File: src/rtl/store_write_buffer.sv
// store_write_buffer
//   Small FIFO of pending stores sitting between the store pipe and data
//   memory. Each request is checked for width/alignment, formatted into
//   word address + lane-aligned data + byte enables, and queued. The head
//   entry is presented to memory until memory accepts it.
//
// Ports
//   i_clk, i_rst              clock, async active-high reset
//   i_storeValid/Addr/Data/Src store request (Src: 000 sb, 001 sh, 010 sw)
//   o_storeReady              room for a request (count < DEPTH)
//   o_memValid/Addr/WriteData/ByteEn  head entry to memory, zero when empty
//   i_memReady                memory takes the head entry this cycle
//   o_fault                   one-cycle pulse after a rejected request
//   o_count                   number of valid entries
module store_write_buffer #(
    parameter int DEPTH = 4
) (
    input  logic                     i_clk,
    input  logic                     i_rst,
    input  logic                     i_storeValid,
    input  logic [31:0]              i_storeAddr,
    input  logic [31:0]              i_storeData,
    input  logic [2:0]               i_storeSrc,
    output logic                     o_storeReady,
    output logic                     o_memValid,
    output logic [31:0]              o_memAddr,
    output logic [31:0]              o_memWriteData,
    output logic [3:0]               o_memByteEn,
    input  logic                     i_memReady,
    output logic                     o_fault,
    output logic [$clog2(DEPTH):0]   o_count
);

    localparam int PW = $clog2(DEPTH);
    localparam logic [PW:0] CAP = (PW+1)'(DEPTH);

    typedef struct packed {
        logic [29:0] wordAddr;
        logic [31:0] data;
        logic [3:0]  byteEn;
    } entry_t;

    // Storage is not reset; pointers and count alone define validity.
    entry_t entries [DEPTH];

    logic [PW-1:0] headPtr, tailPtr;
    logic [PW:0]   count;
    logic          fault;

    entry_t newEntry, headEntry;
    logic   legalWidth, aligned, offered, accept, reject, dequeue;

    // Request decode and lane formatting
    always_comb begin
        newEntry.wordAddr = i_storeAddr[31:2];
        newEntry.data     = i_storeData;
        newEntry.byteEn   = 4'b1111;
        legalWidth        = 1'b0;
        aligned           = 1'b0;
        case (i_storeSrc)
            3'b000: begin
                legalWidth      = 1'b1;
                aligned         = 1'b1;
                newEntry.data   = {4{i_storeData[7:0]}};
                newEntry.byteEn = 4'b0001 << i_storeAddr[1:0];
            end
            3'b001: begin
                legalWidth      = 1'b1;
                aligned         = ~i_storeAddr[0];
                newEntry.data   = {2{i_storeData[15:0]}};
                newEntry.byteEn = 4'b0011 << i_storeAddr[1:0];
            end
            3'b010: begin
                legalWidth      = 1'b1;
                aligned         = (i_storeAddr[1:0] == 2'b00);
            end
            default: ;
        endcase
    end

    // Ready comes from registered count only: a full buffer never takes a
    // request in the same cycle memory drains one.
    assign o_storeReady = (count < CAP);
    assign offered      = i_storeValid & o_storeReady;
    assign accept       = offered & legalWidth & aligned;
    assign reject       = offered & ~(legalWidth & aligned);
    assign o_memValid   = (count != '0);
    assign dequeue      = o_memValid & i_memReady;

    always_ff @(posedge i_clk or posedge i_rst) begin
        if (i_rst) begin
            headPtr <= '0;
            tailPtr <= '0;
            count   <= '0;
            fault   <= 1'b0;
        end else begin
            fault <= reject;
            if (accept)  tailPtr <= tailPtr + PW'(1);
            if (dequeue) headPtr <= headPtr + PW'(1);
            case ({accept, dequeue})
                2'b10:   count <= count + (PW+1)'(1);
                2'b01:   count <= count - (PW+1)'(1);
                default: count <= count;
            endcase
        end
    end

    always_ff @(posedge i_clk) begin
        if (accept) entries[tailPtr] <= newEntry;
    end

    assign headEntry      = entries[headPtr];
    assign o_memAddr      = o_memValid ? {headEntry.wordAddr, 2'b00} : 32'd0;
    assign o_memWriteData = o_memValid ? headEntry.data : 32'd0;
    assign o_memByteEn    = o_memValid ? headEntry.byteEn : 4'd0;
    assign o_fault        = fault;
    assign o_count        = count;

endmodule

File: config.mk
export PLATFORM = sky130hd
export DESIGN_NAME = store_write_buffer
export DESIGN_NICKNAME = d
export VERILOG_FILES = /design/src/rtl/store_write_buffer.sv
export SDC_FILE = /design/constraint.sdc
export NUM_CORES = 1
export LEC_CHECK = 0
export ABC_AREA = 1
export BUFFER_PORTS_ARGS = -buffer_cell sky130_fd_sc_hd__buf_2
export CORE_ASPECT_RATIO = 0.6
export CORE_UTILIZATION = 27
export CTS_CLUSTER_SIZE = 8
export DETAILED_ROUTE_END_ITERATION = 10
export GPL_ROUTABILITY_DRIVEN = 0
export REMOVE_ABC_BUFFERS = 1
export SETUP_SLACK_MARGIN = 0.02
export SYNTH_ARGS = -nofsm -noshare
export SYNTH_HDL_FRONTEND = slang
export SYNTH_SLANG_ARGS = --single-unit
File: constraint.sdc
create_clock -name i_clk -period 4.75 [get_ports i_clk]
set_input_delay 0 -clock i_clk [delete_from_list [all_inputs] [get_ports i_clk]]
set_output_delay 0 -clock i_clk [all_outputs]
set_load 0.01 [all_outputs]
---- Word-level counts from Yosys, hierarchy flattened ----
Memory sizes are Yosys's and may differ from the RTL's.
Cells that the tools add are included.
W data, S select, Z words.
word-level totals
  register bits after elaboration ......... 8
  memory bits (writable) .................. 264
  input port bits ......................... 71
  word-level logic and storage cells ...... 38
  memories kept ........................... 1
cells by class
  add/sub/neg operators ................... 4
  magnitude comparators ................... 1
  equal/unequal tests ..................... 4
  shift operators ......................... 2
  muxes and demuxes ....................... 9
  bitwise gates (word level) .............. 8
  reduce and logical (&&, ||, !) cells .... 5
memories
  memory   depth  width  rd ports  clocked after Yosys merged registers in  wr ports  RTL line  RTL
  entries  4      66     1         0                                        1         44        entry_t entries [DEPTH];
operators with widths
  cell                   number
  $pmux W36 S2           1
  $mux W32               2
  $and A1 B1 Y1          6
  $pmux W3 S2            1
  $add A2 B1 Y2 const B  2
  $mux W4                1
  $shl A1 B2 Y4 const A  1
  $shl A2 B2 Y4 const A  1
  $add A3 B1 Y3 const B  1
  $eq A3 B1 Y1 const B   1
  $eq A3 B2 Y1 const B   1
  $logic_not A3 Y1       1
  $lt A3 B3 Y1 const B   1
  $mux W1                3
  $pmux W1 S3            1
  $reduce_bool A3 Y1     1
  $reduce_or A3 Y1       1
  $sub A3 B1 Y3 const B  1
  $eq A2 B1 Y1 const B   1
  $eq A2 B2 Y1 const B   1
  $logic_not A2 Y1       1
  $not A1 Y1             2
  $reduce_bool A2 Y1     1

---- Depth between registers and ports, before layout ----
Gate-level depths: netlist of the first run.
  depth after elaboration ................. 7
  depth in mapped cells ................... 12

---- Least setup slack after synthesis of the first run ----
Ideal clock, no wire load.
  path type ............................... reg-to-reg
  start ................................... reg count[2] (netlist: o_count[2])
  end ..................................... mem entries[0][0] (netlist name) (enable)
  library setup time ...................... 0.490 ns
  data arrival time ....................... 3.514 ns
  data required time ...................... 4.260 ns
  setup slack ............................. 0.746 ns
  cell stages (with the launch flop) ...... 4
  buffers on the path ..................... 0
  period minus slack after synthesis ...... 4.004 ns
  cells stage by stage .................... dfrtp_1 -> nor2_1 -> nand2_2 -> nor2_1
on the way
  word-level cells in the longest chain between the ends .. 6
ends and longest elaborated chain
  element                        RTL line  RTL
  start, declared                47        logic [PW:0] count;
  start signal, assigned         101       2'b10: count <= count + (PW+1)'(1);
  start signal, assigned         102       2'b01: count <= count - (PW+1)'(1);
  start signal, assigned         103       default: count <= count;
  $lt A3 B3 Y1                   83        assign o_storeReady = (count < CAP);
  $and A1 B1 Y1                  84        assign offered = i_storeValid & o_storeReady;
  $and A1 B1 Y1 (2 in series)    85        assign accept = offered & legalWidth & aligned;
  $mux W1                        109       if (accept) entries[tailPtr] <= newEntry;
  $mux W1 (implied by the code)  109
  end, declared                  44
Every way passes these cells.

---- Worst setup path after layout of the first run ----
  start ................................... reg headPtr[0]
  end ..................................... out o_memWriteData[22]
on the way
  word-level cells in the longest chain between the ends .. 2
ends and longest elaborated chain
  element                 RTL line  RTL
  start, declared         46        logic [PW-1:0] headPtr, tailPtr;
  start signal, assigned  99        if (dequeue) headPtr <= headPtr + PW'(1);
  $mem_v2 Z4 W66          -
  $mux W32                114       assign o_memWriteData = o_memValid ? headEntry.data : 32'd0;
  end, declared           27        output logic [31:0] o_memWriteData,
Every way passes these cells.

==> results of run 1 <==
[kinds of logic after synthesis]
family	Yosys count	synth area share (%)
DFF	272	73.1
other	1	0.0337
adders and majority gates	6	0.743
AOI/OAI and AO/OA	221	10.1
buffers and inverters	85	4.06
xor gates and xnor gates	2	0.158
and+or+nand+nor	341	11.8
[how the worst max path moves through the flow]
stage / startpoint / to / slack [ps] / cells past startpoint
finish: headPtr[0]$_DFFE_PP0P_ / o_memWriteData[22] / 1650 / 5
global route: headPtr[0]$_DFFE_PP0P_ / o_memWriteData[14] / 1380 / 6
CTS: headPtr[0]$_DFFE_PP0P_ / o_memWriteData[22] / 1530 / 5
detailed placement: i_storeSrc[1] / entries[3][42]$_DFFE_PP_ / 2090 / 7
global placement: headPtr[0]$_DFFE_PP0P_ / o_memWriteData[23] / 2100 / 6
floorplan: o_count[2]$_DFFE_PP0P_ / entries[0][0]$_DFFE_PP_ / 750 / 3
[layout make-up]
| cell class | count | area share (%) |
|---|---|---|
| sequential | 272 | 57.8 |
| multi-input combinational | 572 | 18.3 |
| timing repair buffer | 225 | 10.8 |
| clock buffer | 49 | 7.35 |
| tap | 531 | 4.72 |
| inverter | 29 | 0.809 |
| clock inverter | 3 | 0.240 |
| antenna | 1 | 0.0178 |
[cell usage in the layout, fill, tap and decap left out]
master,Yosys,routed
nor2_4,2,6
dfrtp_1,8,6
fa_1,1,1
clkbuf_16,0,40
a21oi_1,67,67
diode_2,0,1
o211ai_1,7,7
buf_12,0,1
conb_1,1,2
inv_4,1,1
nand2_1,56,56
dlygate4sd3_1,0,72
nand2_2,1,1
buf_2,14,142
buf_4,17,10
inv_1,26,25
dfrtp_4,0,2
xor2_1,1,1
xnor2_1,1,1
inv_2,2,1
clkbuf_1,14,9
edfxtp_1,264,264
nor2_1,276,272
o21ai_0,77,77
clkinv_2,0,2
clkinv_4,0,1
nand3_1,4,4
clkinv_8,0,1
o21ai_1,70,70
ha_1,5,5
nand3_2,1,1
nor3_1,1,1
inv_6,0,1
[registers in the layout, indices dropped and copies added, names as in the netlist]
register	count
tailPtr	2
o_fault	1
o_count	3
headPtr	2
entries	264
[worst min-delay path: cells and delay by family]
| family | cells | cell delay, ps |
|---|---|---|
| AOI/OAI and AO/OA | 1 | 170 |
| buffers and inverters | 2 | 160 |
[per-layer routing]
layer | vias to the layer above | wire, microns | global-route usage (%)
li1 | 3654 | - | -
met1 | 3648 | 13200 | 18.5
met2 | 170 | 13400 | 22.2
met3 | 30 | 1560 | 3.12
met4 | 0 | 301 | 2.48
met5 | - | 0 | 0
[report_power, final]
| group | leakage (nW) | internal [mW] | switching [mW] |
|---|---|---|---|
| registers | 2.47 | 2.76 | 0.111 |
| clock network | 0.519 | 1.51 | 0.949 |
| logic | 2.06 | 0.934 | 1.78 |
[per-stage QoR]
step	util, %	hold WS, ps
final	34.8	32.4
after global routing	34.8	36.7
after CTS	34.8	13.9
after detailed placement	30.3	-28.7
after global placement	30.3	-27.6
after floorplan	-	-184
==> impl_metrics.prom, run 1 <==
# TYPE chip_impl_metric gauge
chip_impl_info{name="run_status",value="completed"} 1
chip_impl_metric{name="totalPowerFinal",unit="mW"} 8.04
chip_impl_info{name="critical-path-slowest-cell",value="inv_4"} 1
chip_impl_metric{name="remaining_drc_errors",unit=""} 0
chip_impl_metric{name="slew_violations",unit=""} 0
chip_impl_metric{name="path_buf_inv",unit=""} 3
chip_impl_metric{name="setup_slack",unit="ps"} 1650
chip_impl_metric{name="drt_iter0_markers",unit=""} 488
chip_impl_metric{name="post-place-ws",unit="ps"} 2090
chip_impl_info{name="critical_path.cell_chain",value="inv_4 > buf_4 > o21ai_0 > a21oi_1 > buf_2"} 1
chip_impl_metric{name="fill_cells",unit=""} 3978
chip_impl_metric{name="ys.warnings.count",unit=""} 0
chip_impl_info{name="timing.critical_path.to_type",value="output port"} 1
chip_impl_info{name="min_delay_worst_endpoint",value="entries[2][29]$_DFFE_PP_"} 1
chip_impl_metric{name="fin_worst_skew",unit="ps"} 24.2
chip_impl_metric{name="num_vias",unit=""} 7502
chip_impl_metric{name="placement.io_buffers",unit=""} 142
chip_impl_metric{name="placeableCoreArea",unit="sq um"} 40500
chip_impl_metric{name="synth-edff-count",unit=""} 264
chip_impl_metric{name="holdPathStages",unit=""} 3
chip_impl_info{name="hold_path.class",value="in -> reg"} 1
chip_impl_metric{name="first_global_vias",unit=""} 7415
chip_impl_metric{name="worst_slew_margin_rel",unit="%"} 26.4
chip_impl_metric{name="clock_latency",unit="ps"} 520
chip_impl_metric{name="grtUsageTotal",unit="%"} 13.6
chip_impl_info{name="netlist_top_cells_area",value="edfxtp_1 (71%), nor2_1 (9.3%), o21ai_0 (3.5%)"} 1
chip_impl_info{name="timing.rr.start",value="o_count[2]$_DFFE_PP0P_"} 1
chip_impl_metric{name="worstPathMaxFanout",unit=""} 106
chip_impl_metric{name="totalNegativeSetupSlack",unit="ps"} 0
chip_impl_metric{name="cp_slowest_stage_delay",unit="ps"} 830
chip_impl_metric{name="worstPathRequired",unit="ps"} 4750
chip_impl_metric{name="drt-pass1-iter-count",unit=""} 4
chip_impl_info{name="grt_setup_unrepaired",value="false"} 1
chip_impl_metric{name="grt_first_pass_wirelength",unit="mm"} 43.5
chip_impl_metric{name="place_inst",unit=""} 1557
chip_impl_info{name="yosys-top-cells-count",value="nor2_1 (276), edfxtp_1 (264), o21ai_0 (77), o21ai_1 (70), a21oi_1 (67)"} 1
chip_impl_metric{name="max_clock_freq",unit="MHz"} 323
chip_impl_metric{name="cts_resized",unit=""} 0
chip_impl_metric{name="p_leak",unit="nW"} 5.05
chip_impl_metric{name="hold_viol_final",unit=""} 0
chip_impl_metric{name="design.final.nets",unit=""} 1217
chip_impl_metric{name="cap_viol_max_count",unit=""} 0
chip_impl_metric{name="syn2layout_area_growth",unit="%"} 26.7
chip_impl_info{name="yosys_most_used_dff",value="edfxtp_1"} 1
chip_impl_metric{name="drtAntennaViolNets",unit=""} 0
chip_impl_metric{name="avgRoutedWirePerCell",unit="microns"} 16.9
chip_impl_metric{name="arrival",unit="ps"} 3100
chip_impl_metric{name="final_period_minus_worst_setup_slack",unit="ps"} 3100
chip_impl_metric{name="async_reset_ff_share",unit="%"} 2.94
chip_impl_metric{name="placed_cell_area",unit="sq um"} 12300
chip_impl_metric{name="post-route-cell-area",unit="sq um"} 14100
chip_impl_metric{name="post-route-period-util",unit="%"} 65.2
chip_impl_metric{name="avgViaCountPerCell",unit=""} 4.46
chip_impl_metric{name="die-area",unit="sq um"} 42000
chip_impl_info{name="critical_path.reg2reg.endpoint",value="entries[1][50]$_DFFE_PP_"} 1
chip_impl_metric{name="power.density",unit="nW/um^2"} 571
chip_impl_metric{name="die_w",unit="microns"} 264
chip_impl_metric{name="clk_pin_slew_worst_paths",unit="ps"} 50
chip_impl_info{name="worstSetupPathType",value="reg -> out"} 1
chip_impl_info{name="tritoncts",value="done"} 1
chip_impl_metric{name="tritoncts_buffers",unit=""} 40
chip_impl_metric{name="multiInputGateArea",unit="sq um"} 2570
chip_impl_metric{name="area.sequential",unit="sq um"} 8140
chip_impl_metric{name="grt_start_max_net_pins",unit=""} 107
chip_impl_info{name="critical-path-top-delay-family",value="buffers and inverters"} 1
chip_impl_metric{name="cts.repair_timing.setup_buffer_count",unit=""} 0
chip_impl_metric{name="grt_antenna_before_repair",unit=""} 0
chip_impl_metric{name="finalSetupViolations",unit=""} 0
chip_impl_metric{name="grt_overflow_total",unit=""} 0
chip_impl_metric{name="ff2ff_setup_slack",unit="ps"} 2310
chip_impl_metric{name="drive_gt1_share",unit="%"} 18.3
chip_impl_metric{name="synthDominantCellAreaShare",unit="%"} 71.3
chip_impl_metric{name="initial_core_util",unit="%"} 27.4
chip_impl_metric{name="yosys.cell_types.count",unit=""} 27
chip_impl_metric{name="ctsHtreeMaxLevel",unit=""} 2
chip_impl_metric{name="clkSinkCount",unit=""} 272
chip_impl_metric{name="clock_path_buffers",unit=""} 3
chip_impl_metric{name="syn-instance-count",unit=""} 928
chip_impl_metric{name="detailedPlacementHpwl",unit="mm"} 16.5
chip_impl_metric{name="vdd_drop_max",unit="V"} 0.000356
chip_impl_metric{name="syn_area_per_cell",unit="sq um"} 12.0
chip_impl_metric{name="yosysSeqAreaShare",unit="%"} 73.1
chip_impl_metric{name="netlist_area",unit="sq um"} 11100
chip_impl_metric{name="die_height",unit="microns"} 159
chip_impl_info{name="critical_path.startpoint_type",value="flop"} 1
chip_impl_metric{name="cts_stage_hold_buffer_count",unit=""} 72
chip_impl_metric{name="reg2regPathDepth",unit=""} 4
chip_impl_metric{name="io_pins",unit=""} 145
chip_impl_info{name="yosysMostFrequentCell",value="nor2_1"} 1
chip_impl_info{name="timing.hold.worst.start",value="i_storeData[9]"} 1
chip_impl_metric{name="rows",unit=""} 57
chip_impl_info{name="post-synth-top-area-cell",value="edfxtp_1"} 1
chip_impl_metric{name="totalWireLength",unit="mm"} 28.4
chip_impl_metric{name="synth.ff_latch_count",unit=""} 272
chip_impl_metric{name="instances_no_fill",unit=""} 1682
chip_impl_info{name="cts.root.buffer_cell",value="clkbuf_16"} 1
chip_impl_metric{name="tightest_slew",unit="ps"} 1100
Note: power is estimated with default switching activity, not from simulation.
==> run 2, diff against run 1 <==
Clock period 4.75 ns to 2.9 ns, I/O delays scaled along.
==> impl_metrics.prom, run 2 (synthesis results as in run 1) <==
# TYPE chip_impl_metric gauge
chip_impl_metric{name="initial_core_util",unit="%"} 27.4
chip_impl_info{name="largest-register",value="entries"} 1
chip_impl_metric{name="cts_resized",unit=""} 0
chip_impl_metric{name="syn2layout_area_growth",unit="%"} 28.4
chip_impl_metric{name="placement.io_buffers",unit=""} 142
chip_impl_info{name="cts.root.buffer_cell",value="clkbuf_16"} 1
chip_impl_info{name="grt_setup_unrepaired",value="false"} 1
chip_impl_info{name="grt_busiest_layer",value="met2"} 1
chip_impl_metric{name="rows",unit=""} 57
chip_impl_metric{name="hold_viol_final",unit=""} 0
chip_impl_metric{name="avgRoutedWirePerCell",unit="microns"} 17.2
chip_impl_metric{name="instances_no_fill",unit=""} 1697
chip_impl_info{name="run_status",value="completed"} 1
chip_impl_metric{name="drt_iter0_markers",unit=""} 570
chip_impl_metric{name="slew_violations",unit=""} 0
chip_impl_info{name="layout.cells.most_common",value="nor2_1"} 1
chip_impl_metric{name="clk_pin_slew_worst_paths",unit="ps"} 50
chip_impl_metric{name="post-place-ws",unit="ps"} 801
chip_impl_metric{name="drt-pass1-iter-count",unit=""} 5
chip_impl_metric{name="fin_worst_skew",unit="ps"} 17.9
chip_impl_metric{name="placeableCoreArea",unit="sq um"} 40500
chip_impl_metric{name="finalSetupViolations",unit=""} 0
chip_impl_metric{name="final_period_minus_worst_setup_slack",unit="ps"} 2630
chip_impl_info{name="critical_path.startpoint_type",value="flop"} 1
chip_impl_metric{name="reg2regPathDepth",unit=""} 4
chip_impl_metric{name="ff2ff_setup_slack",unit="ps"} 840
chip_impl_info{name="timing.critical_path.to_type",value="output port"} 1
chip_impl_metric{name="vdd_drop_max",unit="V"} 0.000573
chip_impl_metric{name="tritoncts_buffers",unit=""} 40
chip_impl_info{name="timing.rr.start",value="o_count[2]$_DFFE_PP0P_"} 1
chip_impl_metric{name="worstPathMaxFanout",unit=""} 41
chip_impl_info{name="timing.critical_path.to",value="o_memAddr[26]"} 1
chip_impl_metric{name="cp_slowest_stage_delay",unit="ps"} 810
chip_impl_metric{name="die-area",unit="sq um"} 42000
chip_impl_metric{name="power.density",unit="nW/um^2"} 940
chip_impl_metric{name="first_global_vias",unit=""} 7486
chip_impl_metric{name="clkSinkCount",unit=""} 272
chip_impl_metric{name="cap_viol_max_count",unit=""} 0
chip_impl_metric{name="grt_antenna_before_repair",unit=""} 0
chip_impl_metric{name="grt_overflow_total",unit=""} 0
chip_impl_metric{name="largest_reg_flops",unit=""} 264
chip_impl_metric{name="p_leak",unit="nW"} 5.15
chip_impl_metric{name="clock_latency",unit="ps"} 520
chip_impl_metric{name="detailedPlacementHpwl",unit="mm"} 17.1
chip_impl_metric{name="drtAntennaViolNets",unit=""} 0
chip_impl_metric{name="post-route-period-util",unit="%"} 90.8
chip_impl_metric{name="drive_gt1_share",unit="%"} 19.2
chip_impl_metric{name="grtUsageTotal",unit="%"} 13.9
chip_impl_info{name="critical-path-slowest-cell",value="dfrtp_4"} 1
chip_impl_metric{name="die_height",unit="microns"} 159
chip_impl_metric{name="place_inst",unit=""} 1569
chip_impl_metric{name="io_pins",unit=""} 145
chip_impl_metric{name="worstPathRequired",unit="ps"} 2900
chip_impl_metric{name="arrival",unit="ps"} 2630
chip_impl_metric{name="global_route.usage.met1",unit="%"} 19.4
chip_impl_metric{name="finish.utilization",unit="%"} 35.2
chip_impl_metric{name="grt_first_pass_wirelength",unit="mm"} 44.5
chip_impl_metric{name="tightest_slew",unit="ps"} 745
chip_impl_metric{name="num_vias",unit=""} 7570
chip_impl_metric{name="clock_path_buffers",unit=""} 3
chip_impl_metric{name="totalWireLength",unit="mm"} 29.1
chip_impl_metric{name="ctsHtreeMaxLevel",unit=""} 2
chip_impl_metric{name="avgViaCountPerCell",unit=""} 4.46
chip_impl_info{name="timing.critical_path.from",value="headPtr[1]$_DFFE_PP0P_"} 1
chip_impl_info{name="worstSetupPathType",value="reg -> out"} 1
chip_impl_metric{name="grt_start_max_net_pins",unit=""} 87
chip_impl_metric{name="design.final.nets",unit=""} 1230
chip_impl_metric{name="grt.met2_usage",unit="%"} 22.1
chip_impl_info{name="tritoncts",value="done"} 1
chip_impl_metric{name="cts.repair_timing.setup_buffer_count",unit=""} 0
chip_impl_info{name="most-common-layout-cells",value="nor2_1 (272), edfxtp_1 (264), buf_2 (142), o21ai_0 (77), dlygate4sd3_1 (73)"} 1
chip_impl_metric{name="die_w",unit="microns"} 264
chip_impl_metric{name="setup_slack",unit="ps"} 266
chip_impl_info{name="critical_path.cell_chain",value="clkinv_2 > buf_4 > nor2_1 > o21ai_1 > a21oi_1 > buf_2"} 1
chip_impl_metric{name="remaining_drc_errors",unit=""} 0
chip_impl_metric{name="worst_slew_margin_rel",unit="%"} 50.3
chip_impl_info{name="hold_path.class",value="in -> reg"} 1
chip_impl_info{name="critical_path.reg2reg.endpoint",value="entries[3][35]$_DFFE_PP_"} 1
chip_impl_metric{name="max_clock_freq",unit="MHz"} 380
chip_impl_metric{name="globalRouteMet3Util",unit="%"} 3.12
[run 2: changes by cell type in the layout (fill, tap and decap cells not counted), sizes merged]
| cell | change |
|---|---|
| buf | +12 |
| bufinv | +1 |
| clkbuf | +1 |
| clkinv | -1 |
| diode | +1 |
| dlygate4sd3 | +1 |
[run 2: what timing repair did]
| action | 4_1_cts | 5_1_grt |
|---|---|---|
| hold buffers | 73 | 0 |
| endpoints found under the setup margin | 0 | 0 |
| endpoints found under the hold margin | 249 | 0 |
[run 2: layout make-up]
| type | count | area [sq um] |
|---|---|---|
| clock inverter | 3 | 55.1 |
| clock buffer | 50 | 1050 |
| sequential | 272 | 8140 |
| timing repair buffer | 238 | 1680 |
| tap | 531 | 664 |
| antenna | 2 | 5.00 |
| multi-input combinational | 572 | 2570 |
| inverter | 29 | 114 |
| fill | 3989 | 26200 |
[run 2: power by group]
group	internal, mW	switching [mW]
sequential	4.52	0.181
combinational	1.63	2.93
clock	2.59	1.57
[run 2: worst min-delay path by stage]
stage	end	depth (start not counted)	slack [ps]	start
after floorplan	headPtr[0]$_DFFE_PP0P_	1	-180	i_rst
after global placement	o_fault$_DFF_PP0_	2	-20	i_rst
after detailed placement	o_fault$_DFF_PP0_	2	-1	i_rst
after CTS	entries[0][30]$_DFFE_PP_	3	2	i_storeData[10]
after global routing	entries[2][30]$_DFFE_PP_	3	30	i_storeData[10]
final	entries[1][35]$_DFFE_PP_	3	30	i_storeData[31]
[run 2: metal layers]
layer	up-vias	routed length, microns	share of wire (%)
li1	3696	-	-
met1	3649	13900	48
met2	190	13400	46
met3	35	1490	5.1
met4	0	405	1.4
met5	-	0	0
[run 2: through the flow]
step	hold WS (ps)	total power [mW]	area [sq um]	TNS, ps
final	29.0	13.4	14300	0
after global routing	32.2	14.3	14300	0
after CTS	2.42	13.6	14300	0
after detailed placement	-1.37	9.32	12400	0
after global placement	-18.3	9.28	12400	0
after floorplan	-184	7.33	10800	-349300
[run 2: worst max-delay path, delay by kind of cell (launching register included)]
family,cells,cell delay [ps]
flops,1,810
buf+inv,3,800
compound gates,2,320
simple gates,1,140
